<file path="src/rtl/iir_coef_loader_pkg.sv">
// Shared definitions for the IIR coefficient loader: FSM encoding, Q1.15 constants
// and the coefficient address map.
package iir_coef_loader_pkg;

    typedef enum logic [1:0] {
        ST_IDLE    = 2'd0,
        ST_PENDING = 2'd1,
        ST_APPLY   = 2'd2,
        ST_FLUSH   = 2'd3
    } state_t;

    localparam logic signed [15:0] ONE = 16'sh7FFF;

    // a[k] lives at A_BASE+k, b[k] at b_base(N_order)+k
    localparam logic [4:0] A_BASE = 5'd0;

    function automatic logic [4:0] b_base(input int n_order);
        return 5'(n_order);
    endfunction

endpackage

</file>
<file path="src/rtl/iir_coef_loader_coef_bank.sv">
// Register file of 2*N_order coefficients with single-entry write, whole-bank load
// and a packed read-out (entry k at bits [(k+1)*Width-1 : k*Width]).
module coef_bank #(
    parameter int N_order = 4,
    parameter int Width   = 16
) (
    input  logic                         i_clkp,
    input  logic                         i_rstn,
    input  logic                         i_we,
    input  logic [3:0]                   i_waddr,
    input  logic [Width-1:0]             i_wdata,
    input  logic                         i_load,
    input  logic [2*N_order*Width-1:0]   i_load_data,
    output logic [2*N_order*Width-1:0]   o_data
);

    localparam int N_ENT = 2 * N_order;

    logic [Width-1:0] mem_q [N_ENT];

    // A whole-bank load wins over a single-entry write
    always_ff @(posedge i_clkp or negedge i_rstn) begin
        if (!i_rstn) begin
            for (int k = 0; k < N_ENT; k++) mem_q[k] <= '0;
        end else if (i_load) begin
            for (int k = 0; k < N_ENT; k++) mem_q[k] <= i_load_data[k*Width +: Width];
        end else if (i_we) begin
            for (int k = 0; k < N_ENT; k++) begin
                if (i_waddr == 4'(k)) mem_q[k] <= i_wdata;
            end
        end
    end

    always_comb begin
        o_data = '0;
        for (int k = 0; k < N_ENT; k++) o_data[k*Width +: Width] = mem_q[k];
    end

endmodule

</file>
<file path="src/rtl/iir_coef_loader.sv">
// Double-buffered IIR coefficient loader: writes land in a shadow bank, a commit copies
// shadow to active on the next filter sample boundary, then the filter history is flushed.
module iir_coef_loader
    import iir_coef_loader_pkg::*;
#(
    parameter int N_order      = 4,
    parameter int Width        = 16,
    parameter int Flush_Cycles = 8
) (
    input  logic                       i_clkp,
    input  logic                       i_rstn,
    input  logic                       i_wr_valid,
    output logic                       o_wr_ready,
    input  logic [3:0]                 i_wr_addr,
    input  logic signed [Width-1:0]    i_wr_data,
    input  logic                       i_commit,
    input  logic                       i_sync,
    output logic [Width*N_order-1:0]   o_factor_a,
    output logic [Width*N_order-1:0]   o_factor_b,
    output logic                       o_filter_rstn,
    output logic                       o_busy,
    output logic                       o_updated,
    output logic                       o_addr_err
);

    localparam int         TOT_W      = 2 * N_order * Width;
    localparam int         CNT_W      = $clog2(Flush_Cycles + 1);
    localparam logic [4:0] ADDR_LIMIT = 5'(2 * b_base(N_order));

    state_t              state_q, state_d;
    logic [CNT_W-1:0]    cnt_q, cnt_d;
    logic                alive_q;
    logic                addr_err_q;
    logic                wr_fire;
    logic                addr_ok;
    logic                bank_load;
    logic [TOT_W-1:0]    shadow_data;
    logic [TOT_W-1:0]    active_data;

    assign addr_ok   = {1'b0, i_wr_addr} < ADDR_LIMIT;
    assign wr_fire   = i_wr_valid && o_wr_ready;
    assign bank_load = (state_q == ST_APPLY);

    // alive_q keeps ready/filter-enable low while reset is held and lifts them on the first edge after
    always_ff @(posedge i_clkp or negedge i_rstn) begin
        if (!i_rstn) begin
            state_q    <= ST_IDLE;
            cnt_q      <= '0;
            alive_q    <= 1'b0;
            addr_err_q <= 1'b0;
        end else begin
            state_q <= state_d;
            cnt_q   <= cnt_d;
            alive_q <= 1'b1;
            if (wr_fire && !addr_ok) addr_err_q <= 1'b1;
        end
    end

    always_comb begin
        state_d = state_q;
        cnt_d   = cnt_q;
        unique case (state_q)
            ST_IDLE: begin
                if (i_commit) state_d = ST_PENDING;
            end
            ST_PENDING: begin
                if (i_sync) state_d = ST_APPLY;
            end
            ST_APPLY: begin
                cnt_d   = CNT_W'(Flush_Cycles - 1);
                state_d = ST_FLUSH;
            end
            ST_FLUSH: begin
                if (cnt_q == '0) state_d = ST_IDLE;
                else             cnt_d   = cnt_q - 1'b1;
            end
            default: state_d = ST_IDLE;
        endcase
    end

    assign o_wr_ready    = alive_q && (state_q == ST_IDLE);
    assign o_filter_rstn = alive_q && (state_q != ST_FLUSH);
    assign o_busy        = (state_q != ST_IDLE);
    assign o_updated     = bank_load;
    assign o_addr_err    = addr_err_q;

    coef_bank #(
        .N_order (N_order),
        .Width   (Width)
    ) u_shadow (
        .i_clkp      (i_clkp),
        .i_rstn      (i_rstn),
        .i_we        (wr_fire && addr_ok),
        .i_waddr     (i_wr_addr),
        .i_wdata     (i_wr_data),
        .i_load      (1'b0),
        .i_load_data ({TOT_W{1'b0}}),
        .o_data      (shadow_data)
    );

    coef_bank #(
        .N_order (N_order),
        .Width   (Width)
    ) u_active (
        .i_clkp      (i_clkp),
        .i_rstn      (i_rstn),
        .i_we        (1'b0),
        .i_waddr     (4'd0),
        .i_wdata     ({Width{1'b0}}),
        .i_load      (bank_load),
        .i_load_data (shadow_data),
        .o_data      (active_data)
    );

    assign o_factor_a = active_data[Width*N_order-1:0];
    assign o_factor_b = active_data[TOT_W-1:Width*N_order];

endmodule
</file>
<file path="config.mk">
export PLATFORM = sky130hd
export DESIGN_NAME = iir_coef_loader
export DESIGN_NICKNAME = d
export VERILOG_FILES = /design/src/rtl/iir_coef_loader_pkg.sv /design/src/rtl/iir_coef_loader_coef_bank.sv /design/src/rtl/iir_coef_loader.sv
export SDC_FILE = /design/constraint.sdc
export NUM_CORES = 1
export LEC_CHECK = 0
export ABC_CLOCK_PERIOD_IN_PS = 1900
export CAP_MARGIN = 0
export CORE_ASPECT_RATIO = 0.6
export CORE_MARGIN = 1
export CORE_UTILIZATION = 29
export DETAILED_ROUTE_END_ITERATION = 16
export SLEW_MARGIN = 5
export SYNTH_ARGS = -nofsm -noshare
export SYNTH_HDL_FRONTEND = slang
export SYNTH_HIERARCHICAL = 1
export SYNTH_SLANG_ARGS = --single-unit
export TNS_END_PERCENT = 100
</file>
<file path="constraint.sdc">
create_clock -name i_clkp -period 1.9 [get_ports i_clkp]
set_clock_uncertainty 0.1 [all_clocks]
set_input_delay 0.38 -clock i_clkp [delete_from_list [all_inputs] [get_ports i_clkp]]
set_output_delay 0.38 -clock i_clkp [all_outputs]
set_load 0.02 [all_outputs]
</file>
==> flow_summary_export.csv <==
group,metric,value,unit
run_status,status,"complete, but fails checks",
run_status,violations,"setup timing",
sta,fin_crit_sh,119,%
grt,grt_pass1_vias,12700,
grt,grt_max_degree,115,
setup_path,cpMaxStageDelayCell,"dfrtp_1",
yosys,synthDominantCellAreaShare,47.8,%
clock_tree,insertion_delay,570,ps
yosys,yosysSeqAreaShare,47.8,%
clock_tree,cts_buffer_depth,3,
placement,numPortBuffers,157,
sta,holdWs,156,ps
setup_path,cp_top_family,"buffers and inverters",
sta,hold_viol,0,
yosys,synth_warnings,6,
yosys,ys.flop_type,"dfrtp_1",
yosys,async_reset_ff_share,100,%
yosys,yosysMostFrequentCell,"dfrtp_1",
cells_and_area,post-route-util,42.0,%
power,leakagePower,7.61,nW
sta,rsz0062_at_grt,"true",
hold_path,hold_path.class,"in -> async",
cells_and_area,syn2layout_area_growth,41.8,%
setup_path,cp.arrival,2640,ps
drt,drt_iter0_markers,1731,
setup_path,critPathKind,"reg -> reg",
sta,finalSetupViolCount,133,
grt,met3_usage,4.91,%
yosys,avgSynthCellArea,8.94,um2
power,p_total,0.0251,W
yosys,synth_mux_area_share,0.299,%
clock_tree,cts-root-buf,"clkbuf_16",
setup_path,cp-end-kind,"register",
grt,use_met2,33.4,%
setup_path,crit_chain,"inv_2, ha_4, and2_4, buf_6, nand2_4, nor2_4, buf_6, and3b_4, buf_12, buf_8, buf_16, a31oi_4, a21oi_2",
sta,fin_crit,2260,ps
setup_path,cp.required,2280,ps
setup_path,critPathMaxStageDelay,390,ps
yosys,synth.distinct_cells,33,
sta,timing.fmax,0.442,GHz
power,seqPwrFrac,33.2,%
power,share_comb_of_total_power,45.1,%
drt,drc,0,
drt,viasPerCell,5.51,
yosys,synth.area.top_cells,"dfrtp_1, nor2b_1, a31oi_1",
setup_path,cpMostUsedCell,"buf_6",
grt,antenna_found_initial,0,
grt,met1_usage,31.9,%
placement,place.gp.congestion,0.815,
floorplan,initial_core_util,29.6,%
drt,vias,13700,
clock_tree,cts_tree,"yes",
yosys,synth-xor-area-share,0,%
power,p_sw,0.00995,W
yosys,synthSimpleGateAreaFrac,13.3,%
grt,busiest_layer,"met2",
yosys,yosysTopAreaCell,"dfrtp_1",
drt,ant_nets,0,
sta,drv_slew,0,
yosys,synth_cells,1546,
setup_path,start_kind,"register",
setup_path,critPathMaxFanout,6,
yosys,synth_compound_area_share,30.4,%
floorplan,core_area,46600,um2
yosys,ys_seq_elements,264,
floorplan,rows,61,
clock_tree,numCtsBuffers,27,
power,pwr-share-clk,21.7,%
setup_path,crit_buf_inv,6,
cells_and_area,layout-drive-gt1-share,17.3,%
yosys,synth_top_family_by_area,"compound AO/OA/AOI/OAI gates",
placement,dp.cells,2376,
power,ir_drop,0.772,mV
floorplan,die_w,284,um
clock_tree,clock_sinks,264,
power,p_sw_share,39.6,%
run,cap_violations,0,
yosys,synthTopCellsByCount,"dfrtp_1, nor2b_1, a21oi_1",
clock_tree,htree_levels,1,
grt,overflow,0,
grt,grt_pass1_wl,82700,um
clock_tree,path_clk_slew,70,ps
placement,dp_hpwl,31900,um
drt,wl_per_cell,23.8,um
cells_and_area,n_antenna_cell,0,
cells_and_area,nets,1859,
yosys,synth_edf_count,0,
yosys,synth_fa_ha_area_share,0.543,%
power,powerDensity,1280,nW/um2
drt,wirelength,59000,um
floorplan,dieHeight,171,um
grt,grt_use_total,22.4,%
sta,worst_slack,-361,ps
floorplan,dieArea,48600,um2
yosys,synthesis.area,13800,um2
floorplan,io_pins,158,
drt,drtPass1Iterations,6,
cells_and_area,final_cells,2477,
power,p_int,0.0151,W
-- what timing repair did --
item	CTS	global route
setup endpoints to repair	252	226
pin swaps	87	78
cloned	14	17
endpoints found under the hold margin	264	0
hold buffers	1	0
gates resized for setup	238	187
setup buffers	15	16
-- cell families after synthesis --
group | Yosys count
AOI/OAI and AO/OA | 773
adders and majority gates | 6
buffers and inverters | 203
DFF | 264
muxes | 4
other | 2
and+or+nand+nor | 294
-- sequential cells by signal (all words and copies together) (netlist names) --
| signal | flops |
|---|---|
| alive_q | 1 |
| u_shadow/o_data | 128 |
| cnt_q | 4 |
| o_addr_err | 1 |
| state_q | 2 |
| u_active/o_data | 128 |
-- final timing paths --
kind,start,endpoint,slack [ps],cells past startpoint
setup / recovery,state_q[0],u_shadow/o_data[93],-360,13
hold / removal,i_rstn,u_shadow/o_data[46],160,2
setup reg to reg,state_q[0],u_shadow/o_data[93],-360,13
hold reg to reg,o_addr_err,o_addr_err,410,1
max in group asynchronous,i_rstn,u_active/o_data[98],860,3
min in group i_clkp,o_addr_err,o_addr_err,410,1
-- through the flow --
step | setup TNS (ps) | setup WS, ps | instance area, um2
global placement | -35910 | -403 | 16700
finish | -31820 | -361 | 19600
CTS | -22320 | -242 | 18300
detailed placement | -41390 | -477 | 16700
global route | -42760 | -415 | 19600
floorplan | -6260 | -103 | 14500
-- layout by cell type, fill, tap and decap left out, types with 3 or more instances in the layout --
cell,n
dfrtp_1,264
nor2b_1,257
a21oi_1,216
a31oi_1,207
conb_1,177
dlygate4sd2_1,127
o21ai_1,115
o21ai_0,94
buf_12,43
o21ai_2,43
a31oi_4,42
a21oi_2,41
clkbuf_16,40
buf_4,32
clkdlybuf4s50_1,23
buf_6,18
buf_16,12
clkbuf_1,9
clkbuf_8,8
a31oi_2,7
nand2b_1,5
nor2_1,4
nand2_1,4
o21ai_4,4
inv_1,3
inv_2,3
mux2i_1,3
-- worst register-to-register path, stage by stage, from the launching register on --
cell	delay, ps
dfrtp_1	390
inv_2	90
ha_4	140
and2_4	140
buf_6	90
nand2_4	50
nor2_4	100
buf_6	110
and3b_4	270
buf_12	170
buf_8	140
buf_16	140
a31oi_4	90
a21oi_2	170
-- power by group through the flow --
stage	clock network [W]	logic (W)	registers, W
4_1_cts	0.00549	0.00978	0.00834
3_3_place_gp	0	0.0103	0.00847
6_report	0.00544	0.0113	0.00833
3_5_place_dp	0	0.0105	0.00846
5_1_grt	0.00570	0.0121	0.00854
2_1_floorplan	0	0.00446	0.00971
-- routing by layer --
layer  part of all wire, %  vias up
met5                     0        -
met4                   3.1        0
met3                    11      115
met2                    43      782
met1                    43     6771
li1                      -     5983
-- area by class of cell --
cell class	instances	area, um2
clock buffer	44	820
clock inverter	4	48.8
fill	4482	27000
inverter	7	27.5
multi-input combinational	1254	7940
sequential	264	6610
tap	630	788
timing repair buffer	274	3370
No activity file was read; power rests on OpenSTA's default activity.
